### src/rtl/noc_request_axilite_arb_pkg.sv
// noc_request_axilite_arb_pkg: FSM encoding, Piton request header fields and flit-count math.
// Field macros default to a 64-bit flit layout unless the Piton define set is already loaded.
`ifndef NOC_DATA_WIDTH
`define NOC_DATA_WIDTH 64
`endif
`ifndef MSG_TYPE
`define MSG_TYPE 29:22
`endif
`ifndef MSG_LENGTH
`define MSG_LENGTH 37:30
`endif
`ifndef MSG_ADDR
`define MSG_ADDR 63:0
`endif
`ifndef MSG_ADDR_WIDTH
`define MSG_ADDR_WIDTH 64
`endif
`ifndef MSG_TYPE_NC_LOAD_REQ
`define MSG_TYPE_NC_LOAD_REQ 8'd14
`endif
`ifndef MSG_TYPE_NC_STORE_REQ
`define MSG_TYPE_NC_STORE_REQ 8'd15
`endif

package noc_request_axilite_arb_pkg;
    typedef enum logic [2:0] {IDLE, HDR0, HDR1, HDR2, DATA} req_state_e;

    localparam int NOC_W = `NOC_DATA_WIDTH;
    localparam int DEF_FLITS = 512 / NOC_W;

    function automatic int flit_count(input int data_width);
        return data_width / NOC_W;
    endfunction

    function automatic logic [NOC_W-1:0] hdr0(input logic store, input int flits);
        logic [NOC_W-1:0] h;
        h = '0;
        h[`MSG_TYPE] = store ? `MSG_TYPE_NC_STORE_REQ : `MSG_TYPE_NC_LOAD_REQ;
        h[`MSG_LENGTH] = store ? 8'(2 + flits) : 8'd2;
        return h;
    endfunction
endpackage

### src/rtl/noc_request_axilite_arb_credit_ctr.sv
// noc_req_credit_ctr: outstanding-request counter that never underflows, with a full flag at MAX.
module noc_req_credit_ctr #(
    parameter int MAX = 8
) (
    input  logic       clk,
    input  logic       rst,
    input  logic       inc_i,
    input  logic       dec_i,
    output logic [3:0] cnt_o,
    output logic       full_o
);
    logic [3:0] cnt_q, cnt_d;
    logic dec_ok;

    assign dec_ok = dec_i && cnt_q != 4'd0;
    assign cnt_d = (inc_i && !dec_ok && cnt_q != 4'hf) ? cnt_q + 4'd1 :
                   (dec_ok && !inc_i) ? cnt_q - 4'd1 : cnt_q;
    assign cnt_o = cnt_q;
    assign full_o = cnt_q >= 4'(MAX);

    always_ff @(posedge clk) begin
        if (rst) cnt_q <= '0;
        else cnt_q <= cnt_d;
    end
endmodule

### src/rtl/noc_request_axilite_arb.sv
// noc_request_axilite_arb: AXI-lite AR/AW+W round-robin onto one Piton NoC request channel.
// Build option AXILITE_REQ_RD_PRIORITY_EN: eligible reads always beat writes.
module noc_request_axilite_arb
    import noc_request_axilite_arb_pkg::*;
#(
    parameter int AXI_LITE_DATA_WIDTH = 512,
    parameter int AXI_LITE_ADDR_WIDTH = 64,
    parameter int MAX_OUTSTANDING = 8
) (
    input  logic                             clk,
    input  logic                             rst,
    input  logic [AXI_LITE_ADDR_WIDTH-1:0]   s_axi_araddr,
    input  logic                             s_axi_arvalid,
    output logic                             s_axi_arready,
    input  logic [AXI_LITE_ADDR_WIDTH-1:0]   s_axi_awaddr,
    input  logic                             s_axi_awvalid,
    output logic                             s_axi_awready,
    input  logic [AXI_LITE_DATA_WIDTH-1:0]   s_axi_wdata,
    input  logic [AXI_LITE_DATA_WIDTH/8-1:0] s_axi_wstrb,
    input  logic                             s_axi_wvalid,
    output logic                             s_axi_wready,
    output logic [`NOC_DATA_WIDTH-1:0]       noc_data_out,
    output logic                             noc_valid_out,
    input  logic                             noc_ready_in,
    input  logic                             load_ack_done,
    input  logic                             store_ack_done,
    output logic [3:0]                       rd_outstanding,
    output logic [3:0]                       wr_outstanding
);
    localparam int N = flit_count(AXI_LITE_DATA_WIDTH);
    localparam int SB = AXI_LITE_DATA_WIDTH / 8;
    localparam int CW = N > 1 ? $clog2(N) : 1;
    localparam logic [CW-1:0] LAST = CW'(N - 1);

    req_state_e state_q, state_d;
    logic [AXI_LITE_ADDR_WIDTH-1:0] addr_q, addr_d;
    logic [AXI_LITE_DATA_WIDTH-1:0] data_q, data_d, wdata_m;
    logic [CW-1:0] flit_q, flit_d;
    logic store_q, store_d, last_wr_q, last_wr_d;
    logic rd_full, wr_full, rd_el, wr_el, grant_rd, grant_wr, can_grant;
    logic [`NOC_DATA_WIDTH-1:0] hdr1;

    assign can_grant = state_q == IDLE && !rst;
    assign rd_el = s_axi_arvalid && !rd_full;
    assign wr_el = s_axi_awvalid && s_axi_wvalid && !wr_full;
`ifdef AXILITE_REQ_RD_PRIORITY_EN
    assign grant_wr = can_grant && wr_el && !rd_el;
`else
    assign grant_wr = can_grant && wr_el && (!rd_el || !last_wr_q);
`endif
    assign grant_rd = can_grant && rd_el && !grant_wr;
    assign s_axi_arready = grant_rd;
    assign s_axi_awready = grant_wr;
    assign s_axi_wready = grant_wr;

    // Strobes are applied at capture so the DATA state just slices the register.
    always_comb begin
        wdata_m = '0;
        for (int i = 0; i < SB; i++)
            wdata_m[i*8 +: 8] = s_axi_wstrb[i] ? s_axi_wdata[i*8 +: 8] : 8'h00;
    end

    always_comb begin
        state_d = state_q;
        addr_d = addr_q;
        data_d = data_q;
        store_d = store_q;
        flit_d = flit_q;
        last_wr_d = last_wr_q;
        if (grant_rd || grant_wr) begin
            state_d = HDR0;
            addr_d = grant_wr ? s_axi_awaddr : s_axi_araddr;
            data_d = wdata_m;
            store_d = grant_wr;
            flit_d = '0;
`ifndef AXILITE_REQ_RD_PRIORITY_EN
            last_wr_d = grant_wr;
`endif
        end else if (noc_ready_in && state_q != IDLE) begin
            state_d = state_q == HDR0 ? HDR1 :
                      state_q == HDR1 ? HDR2 :
                      state_q == HDR2 ? (store_q ? DATA : IDLE) :
                      flit_q == LAST ? IDLE : DATA;
            flit_d = state_q == DATA ? flit_q + 1'b1 : flit_q;
        end
    end

    always_comb begin
        hdr1 = '0;
        hdr1[`MSG_ADDR] = `MSG_ADDR_WIDTH'(addr_q);
    end

    assign noc_valid_out = state_q != IDLE;
    assign noc_data_out = state_q == HDR0 ? hdr0(store_q, N) :
                          state_q == HDR1 ? hdr1 :
                          state_q == DATA ? data_q[flit_q*NOC_W +: NOC_W] : '0;

    always_ff @(posedge clk) begin
        if (rst) begin
            state_q <= IDLE;
            addr_q <= '0;
            data_q <= '0;
            store_q <= 1'b0;
            flit_q <= '0;
            last_wr_q <= 1'b1;
        end else begin
            state_q <= state_d;
            addr_q <= addr_d;
            data_q <= data_d;
            store_q <= store_d;
            flit_q <= flit_d;
            last_wr_q <= last_wr_d;
        end
    end

    noc_req_credit_ctr #(.MAX(MAX_OUTSTANDING)) u_rd_ctr (
        .clk(clk), .rst(rst), .inc_i(grant_rd), .dec_i(load_ack_done),
        .cnt_o(rd_outstanding), .full_o(rd_full)
    );

    noc_req_credit_ctr #(.MAX(MAX_OUTSTANDING)) u_wr_ctr (
        .clk(clk), .rst(rst), .inc_i(grant_wr), .dec_i(store_ack_done),
        .cnt_o(wr_outstanding), .full_o(wr_full)
    );
endmodule

### config.mk
export PLATFORM = sky130hd
export DESIGN_NAME = noc_request_axilite_arb
export DESIGN_NICKNAME = d
export VERILOG_FILES = /design/src/rtl/noc_request_axilite_arb_pkg.sv /design/src/rtl/noc_request_axilite_arb_credit_ctr.sv /design/src/rtl/noc_request_axilite_arb.sv
export SDC_FILE = /design/constraint.sdc
export NUM_CORES = 1
export LEC_CHECK = 0
export CORE_AREA = 2 2 303 305
export CTS_CLUSTER_SIZE = 12
export DETAILED_ROUTE_END_ITERATION = 16
export DIE_AREA = 0 0 305 307
export PLACE_DENSITY = 0.53
export SLEW_MARGIN = 5
export SYNTH_ARGS = -nofsm -noshare
export SYNTH_HDL_FRONTEND = slang
export SYNTH_HIERARCHICAL = 1
export SYNTH_SLANG_ARGS = --single-unit
### constraint.sdc
create_clock -name clk -period 4.6 [get_ports clk]
set_input_delay 0.46 -clock clk [delete_from_list [all_inputs] [get_ports clk]]
set_output_delay 0.46 -clock clk [all_outputs]
set_load 0.05 [all_outputs]
* Word level (Yosys, flattened, before mapping)
Cells that the tools add are included.
** Cells by class
- Reductions and logical operators :: 37
- $lt $le $gt $ge :: 2
- Muxes and demuxes :: 81
- Shifts and indexed selects :: 1
- Add/sub/neg operators :: 5
- Equal/unequal tests :: 7
** Operators with widths (number)
- 8-bit two-way mux :: 64
- 512-bit by 10-bit indexed part select with 64-bit output :: 1
- 64-bit two-way mux :: 4
- 4-bit two-way mux :: 5
- 1-bit logical AND :: 17
- 3-bit two-way mux :: 5
- 1-bit logical NOT :: 9
- 4-bit by 1-bit adder with 4-bit output (second input constant) :: 2
- 4-bit greater-or-equal comparator (second input constant) :: 2
- 4-bit != test (second input constant) :: 2
- 4-bit nonzero test :: 2
- 4-bit by 1-bit subtractor with 4-bit output (second input constant) :: 2
- 3-bit by 2-bit == test with 1-bit output (second input constant) :: 2
- 3-bit == test (second input constant) :: 2
- 2-bit nonzero test :: 3
- 3-bit by 1-bit adder with 3-bit output (second input constant) :: 1
- 3-bit by 1-bit == test with 1-bit output (second input constant) :: 1
- 3-bit logical NOT :: 1
- 1-bit two-way mux :: 3
- 3-bit nonzero test :: 1
- 1-bit logical OR :: 2
- 2-bit AND reduction :: 1
- 2-bit OR reduction :: 1
** Storage, ports and cells
- Bits in registers :: 592
- Word-level logic and storage cells :: 142
- Output and inout port bits :: 76

* Depth between registers and ports, before layout
- Word-level depth :: 12
- Depth in mapped cells :: 11
- Depth with buffers taken out :: 8

* Modules after synthesis
The synthesis kept the hierarchy.
** Modules (own cells, without submodules)
- noc_request_axilite_arb :: cells an instance 3144, times used 1, seq. area each 11691.2 um^2, area an instance 25927.4 um^2
- noc_req_credit_ctr :: cells an instance 42, times used 2, seq. area each 80.1 um^2, area an instance 372.9 um^2

* Worst setup path after synthesis
Ideal clock, no wire load.
- Kind :: register to register
- Start :: reg state_q[0]
- End :: reg u_wr_ctr.cnt_q[3], in the netlist u_wr_ctr/cnt_o[3]
- Slack :: 0.757 ns
- Arrival :: 3.779 ns
- Setup time :: 0.064 ns
- Period minus slack after synthesis :: 3.843 ns
- Required time :: 4.536 ns
- Cell stages (with the launch flop) :: 12
- Cell sequence :: dfxtp_1 > clkbuf_1 > or4_1 > clkbuf_1 > a211oi_2 > clkbuf_1 > nand4_1 > ha_1 > a21o_2 > a2111oi_0 > nand4_1 > nand4_1
** On the way
- Longest elaborated chain between the ends :: 7
- Elaborated cells between the ends (all ways) :: 10
- Those cells by class :: mux (1); reduce/logical (9)
** Ends and longest elaborated chain
- start: declaration :: line noc_request_axilite_arb.sv:35 : req_state_e state_q, state_d;
- start signal: assignment :: line noc_request_axilite_arb.sv:107 : state_q <= state_d;
- 3-bit logical NOT (*) :: line noc_request_axilite_arb.sv:43 : assign can_grant = state_q == IDLE && !rst;
- 1-bit logical AND (*) :: line noc_request_axilite_arb.sv:43
- 1-bit logical AND (*) (2 in a row) :: line noc_request_axilite_arb.sv:49 : assign grant_wr = can_grant && wr_el && (!rd_el || !last_wr_q);
- net s_axi_awready :: line noc_request_axilite_arb.sv:17 : output logic s_axi_awready,
- 1-bit logical AND or 1-bit logical NOT (tied branches) :: line noc_request_axilite_arb_credit_ctr.sv:16, noc_request_axilite_arb_credit_ctr.sv:17
- 1-bit logical AND, on equally long branches :: line noc_request_axilite_arb_credit_ctr.sv:16, noc_request_axilite_arb_credit_ctr.sv:17
- 4-bit two-way mux or 2-bit nonzero test (tied branches)
- end signal: assignment :: line noc_request_axilite_arb_credit_ctr.sv:23 : else cnt_q <= cnt_d;
- end: declaration :: line noc_request_axilite_arb_credit_ctr.sv:12 : logic [3:0] cnt_q, cnt_d;
Mark *: on every way through the listed nets, which the timed path passes. The rest lies on a longest branch.
A chain may end at the register's enable or synchronous reset.

* Worst setup path after layout
- Start :: reg flit_q[1]
- End :: out noc_data_out[39]
** On the way
- Longest elaborated chain between the ends :: 4
** Ends and longest elaborated chain
- start: declaration :: line noc_request_axilite_arb.sv:38 : logic [CW-1:0] flit_q, flit_d;
- start signal: assignment :: line noc_request_axilite_arb.sv:111 : flit_q <= flit_d;
- 512-bit by 10-bit indexed part select with 64-bit output :: line noc_request_axilite_arb.sv:96 : state_q == DATA ? data_q[flit_q*NOC_W +: NOC_W] : '0;
- 64-bit two-way mux :: line noc_request_axilite_arb.sv:96
- 64-bit two-way mux :: line noc_request_axilite_arb.sv:95 : state_q == HDR1 ? hdr1 :
- 64-bit two-way mux :: line noc_request_axilite_arb.sv:94 : assign noc_data_out = state_q == HDR0 ? hdr0(store_q, N) :
- end: declaration :: line noc_request_axilite_arb.sv:22 : output logic [`NOC_DATA_WIDTH-1:0] noc_data_out,
No other way between the ends.

==> impl_summary.md <==
Outcome
The flow ran to the end, and the final reports show no timing, DRC or antenna violations.

Finish
The sequential cells in the finished layout cover a total of 0.0119 mm^2. In the layout the commonest cells are clkdlybuf4s50_1 (785), dfxtp_1 (589), nand2_1 (575), a21oi_1 (528), nand3_1 (518). The library cell used most frequently in the layout, excluding fill and tap cells, is clkdlybuf4s50_1. The final layout contains 4531 nets. The share of post-route cells with drive strength above 1 is 0.0962. After the flow finishes, the layout carries non-filler instances totaling 5065.

Counting the fill cells in the layout gives 9254. The multi-input gate area in the final layout is 0.0131 mm^2. The area growth from synthesis to layout is 40.4%.

STA
The setup slack after layout is 0.268 ns. Measured against its own limit, the worst slew margin works out to 0.191. Of the available clock period, the critical path in the final layout requires 0.942. Setup repair after global routing left no endpoint under its margin. Setup violations remaining at the end of the flow were counted as 0. The worst slack on hold paths is 0.285 ns. For the pin with the worst max-slew slack, the measured transition is 1.21 ns. Across the routed clock network, the largest skew measured is 0.0266 ns. The worst path needs 4.33 ns of the cycle, external delays included. The final-report max-slew violation count is 0. The number of hold-slack violations in the final timing report is 0. Based on the critical path, the design can be clocked at up to 231 MHz. Adding up every negative setup slack in the final design gives 0 ns.

Detailed routing
The detailed-router iteration count before antenna repair is 5. In the routed layout, each cell is associated on average with a via count of 5.23. The detail route stage leaves a number of antenna-violating nets equal to 0. Summed over all layers, the routed wires come to 125000 um. The vias after detailed routing is 26500. The final routed wire length divided by cell count is 24.6 um. The number of DRC violations after detailed-routing iteration 0 is 2566. For this run, design rule violations remaining after detail routing come to 0.

Floorplan
The die area is 0.0936 mm^2. The horizontal die dimension is 305 um. The core area is 0.0907 mm^2. The initial standard-cell utilization of the core is 0.294. In this run the count of I/O pins placed on the die edge is 788. The placement row count is 111. The floorplan step set the die height to 307 um.

Worst setup path
Walking the worst path, the cells encountered are nand2b_2 > buf_4 > o22ai_1 > o31ai_1 > clkdlybuf4s50_1. STA classifies the critical path endpoint as an output pin. The maximum cell stage delay along the critical path is 0.91 ns.

The required time of the critical path is 4.14 ns. The worst-case register-to-register setup slack is 1.08 ns. For this design, the slowest cell found on the critical path is clkdlybuf4s50_1. The worst path arrival time is 3.87 ns. The largest fanout of any net on the critical path is 23.

The cell type group with the largest total delay on the critical path is buffers and inverters. STA classifies the critical path startpoint as a flop. The critical path buffer and inverter count is 2. The critical path is of the reg2out type.

Yosys
The count of yosys warnings during synthesis is 6. The gate count of the mapped netlist is 3228. The post-synthesis sequential element count is 592. Synthesis produced a netlist with a net count of 3948. The sequential element share of the synthesized area is 0.444. For this run, the leading register cell type out of synthesis is dfxtp_1. The count of cell types in the netlist is 51.

The number of flops mapped to enable cells by yosys is 0. The average instance area after synthesis is 8.26 um^2. The fraction of registers with async set or reset after synthesis is 0.

In this run the cell area of the synthesized design comes to 0.0267 mm^2.

Clocking
The CTS H-tree depth is 3. The CTS tree is yes. The number of buffers on the longest clock path is 3. The number of buffers inserted for hold repair after clock tree synthesis is 0. Clock latency on the worst-skew pair, taken at its later pin, is 0.61 ns. The count of buffers added by post-CTS timing repair for setup is 0. The CTS root buffer is clkbuf_16. The number of clock buffers added by TritonCTS is 70. The number of clock sinks is 592.

After clock tree synthesis, the repair step resized 0 gates. The CTS clock-pin slew for the worst setup and hold paths is 0.06 ns.

Power
The reported leakage power is 12.6 nW. Dividing total power by cell area gives a power density of 388 mW/mm^2. The total power after layout is 0.0145 W. The maximum VDD drop is 0.226 mV.

Placement
The cell count after placement is 4925. The placed wire-length estimate after detailed placement is 92600 um. Port buffering added 787 buffers. The congestion estimate from routability-driven global placement came to 0.885. OpenSTA, run right after detailed placement, puts the worst setup slack at 0.818 ns.

Global route
The global-route wire length before repair is 176000 um. The pin count of the biggest net entering global routing is 198. In the global route stage, overall resource usage came out at 0.254. The number of global-route vias before repair is 25300. The initial antenna violation count is 28.

The remaining global-route overflow is 0.

Hold path
The path category of the worst min-delay check is in2reg.

Flow run
The max-cap check violation count is 0.
## Yosys cell counts, types with 3 or more instances
master | count | share of area
nand3_1 | 518 | 0.097
nor2b_1 | 33 | 0.0077
nand2b_1 | 7 | 0.0016
xor2_1 | 3 | 0.00099
a211oi_1 | 10 | 0.0028
mux4_2 | 58 | 0.049
nand2_1 | 576 | 0.081
a21o_1 | 4 | 0.0011
mux2_2 | 128 | 0.054
a21oi_1 | 528 | 0.099
a22oi_1 | 66 | 0.019
ha_1 | 6 | 0.0028
buf_2 | 69 | 0.013
or4_1 | 3 | 0.00084
dfxtp_1 | 592 | 0.44
nor2_1 | 41 | 0.0058
clkbuf_1 | 199 | 0.028
mux2i_1 | 9 | 0.0034
buf_4 | 50 | 0.014
o21ai_0 | 67 | 0.013
o31ai_1 | 60 | 0.017
inv_1 | 66 | 0.0093
o21ai_1 | 6 | 0.0011
nor4_1 | 4 | 0.00094
buf_1 | 9 | 0.0013
a211o_1 | 4 | 0.0013
nand4_1 | 8 | 0.0019
o22ai_1 | 64 | 0.015
## flip-flops by register name, summed over array words and instances (netlist names)
signal	count
flit_q	3
last_wr_q	1
state_q	3
store_q	1
u_wr_ctr/cnt_o	4
u_rd_ctr/cnt_o	4
addr_q	64
data_q	512
## cell families after synthesis
kind of cell               count (synthesis)  share of synthesized area
DFF                                      592                      0.444
xor gates and xnor gates                   3                   0.000985
muxes                                    195                      0.106
adders and majority gates                  8                    0.00432
AOI/OAI and AO/OA                        829                      0.176
and+or+nand+nor                         1206                      0.202
buffers and inverters                    395                     0.0664
## through the flow
step | util | instance area, um^2
after floorplan | - | 26700
after global placement | 0.388 | 35100
after detailed placement | 0.388 | 35100
after CTS | 0.412 | 37400
after global routing | 0.413 | 37400
final | 0.413 | 37500
## report_power, final
part	leakage [nW]	switching (W)	internal [W]
registers	4.81	0.000313	0.00554
clock network	1.11	0.00230	0.00330
logic	6.68	0.00180	0.00127
total	12.6	0.00441	0.0101
## layer usage
layer	track usage	part of all wire
met4	0.0691	0.019
met3	0.0536	0.069
met5	0	0.0010
met2	0.390	0.45
met1	0.360	0.46
## worst paths after layout
kind                             startpoint  cells past startpoint           endpoint
worst max-delay path              flit_q[1]                      5   noc_data_out[39]
worst min-delay path                    rst                      2        data_q[324]
worst max register to register   state_q[0]                      8  u_rd_ctr/cnt_o[3]
worst min register to register  data_q[231]                      2        data_q[231]
## layout make-up
| class | instances | share of cell area |
|---|---|---|
| antenna | 22 | 0.00147 |
| multi-input combinational | 2241 | 0.350 |
| sequential | 592 | 0.317 |
| tap | 1186 | 0.0396 |
| clock inverter | 19 | 0.00598 |
| inverter | 66 | 0.00661 |
| timing repair buffer | 840 | 0.226 |
| clock buffer | 99 | 0.0543 |
Power figures use the tool's default switching activity.
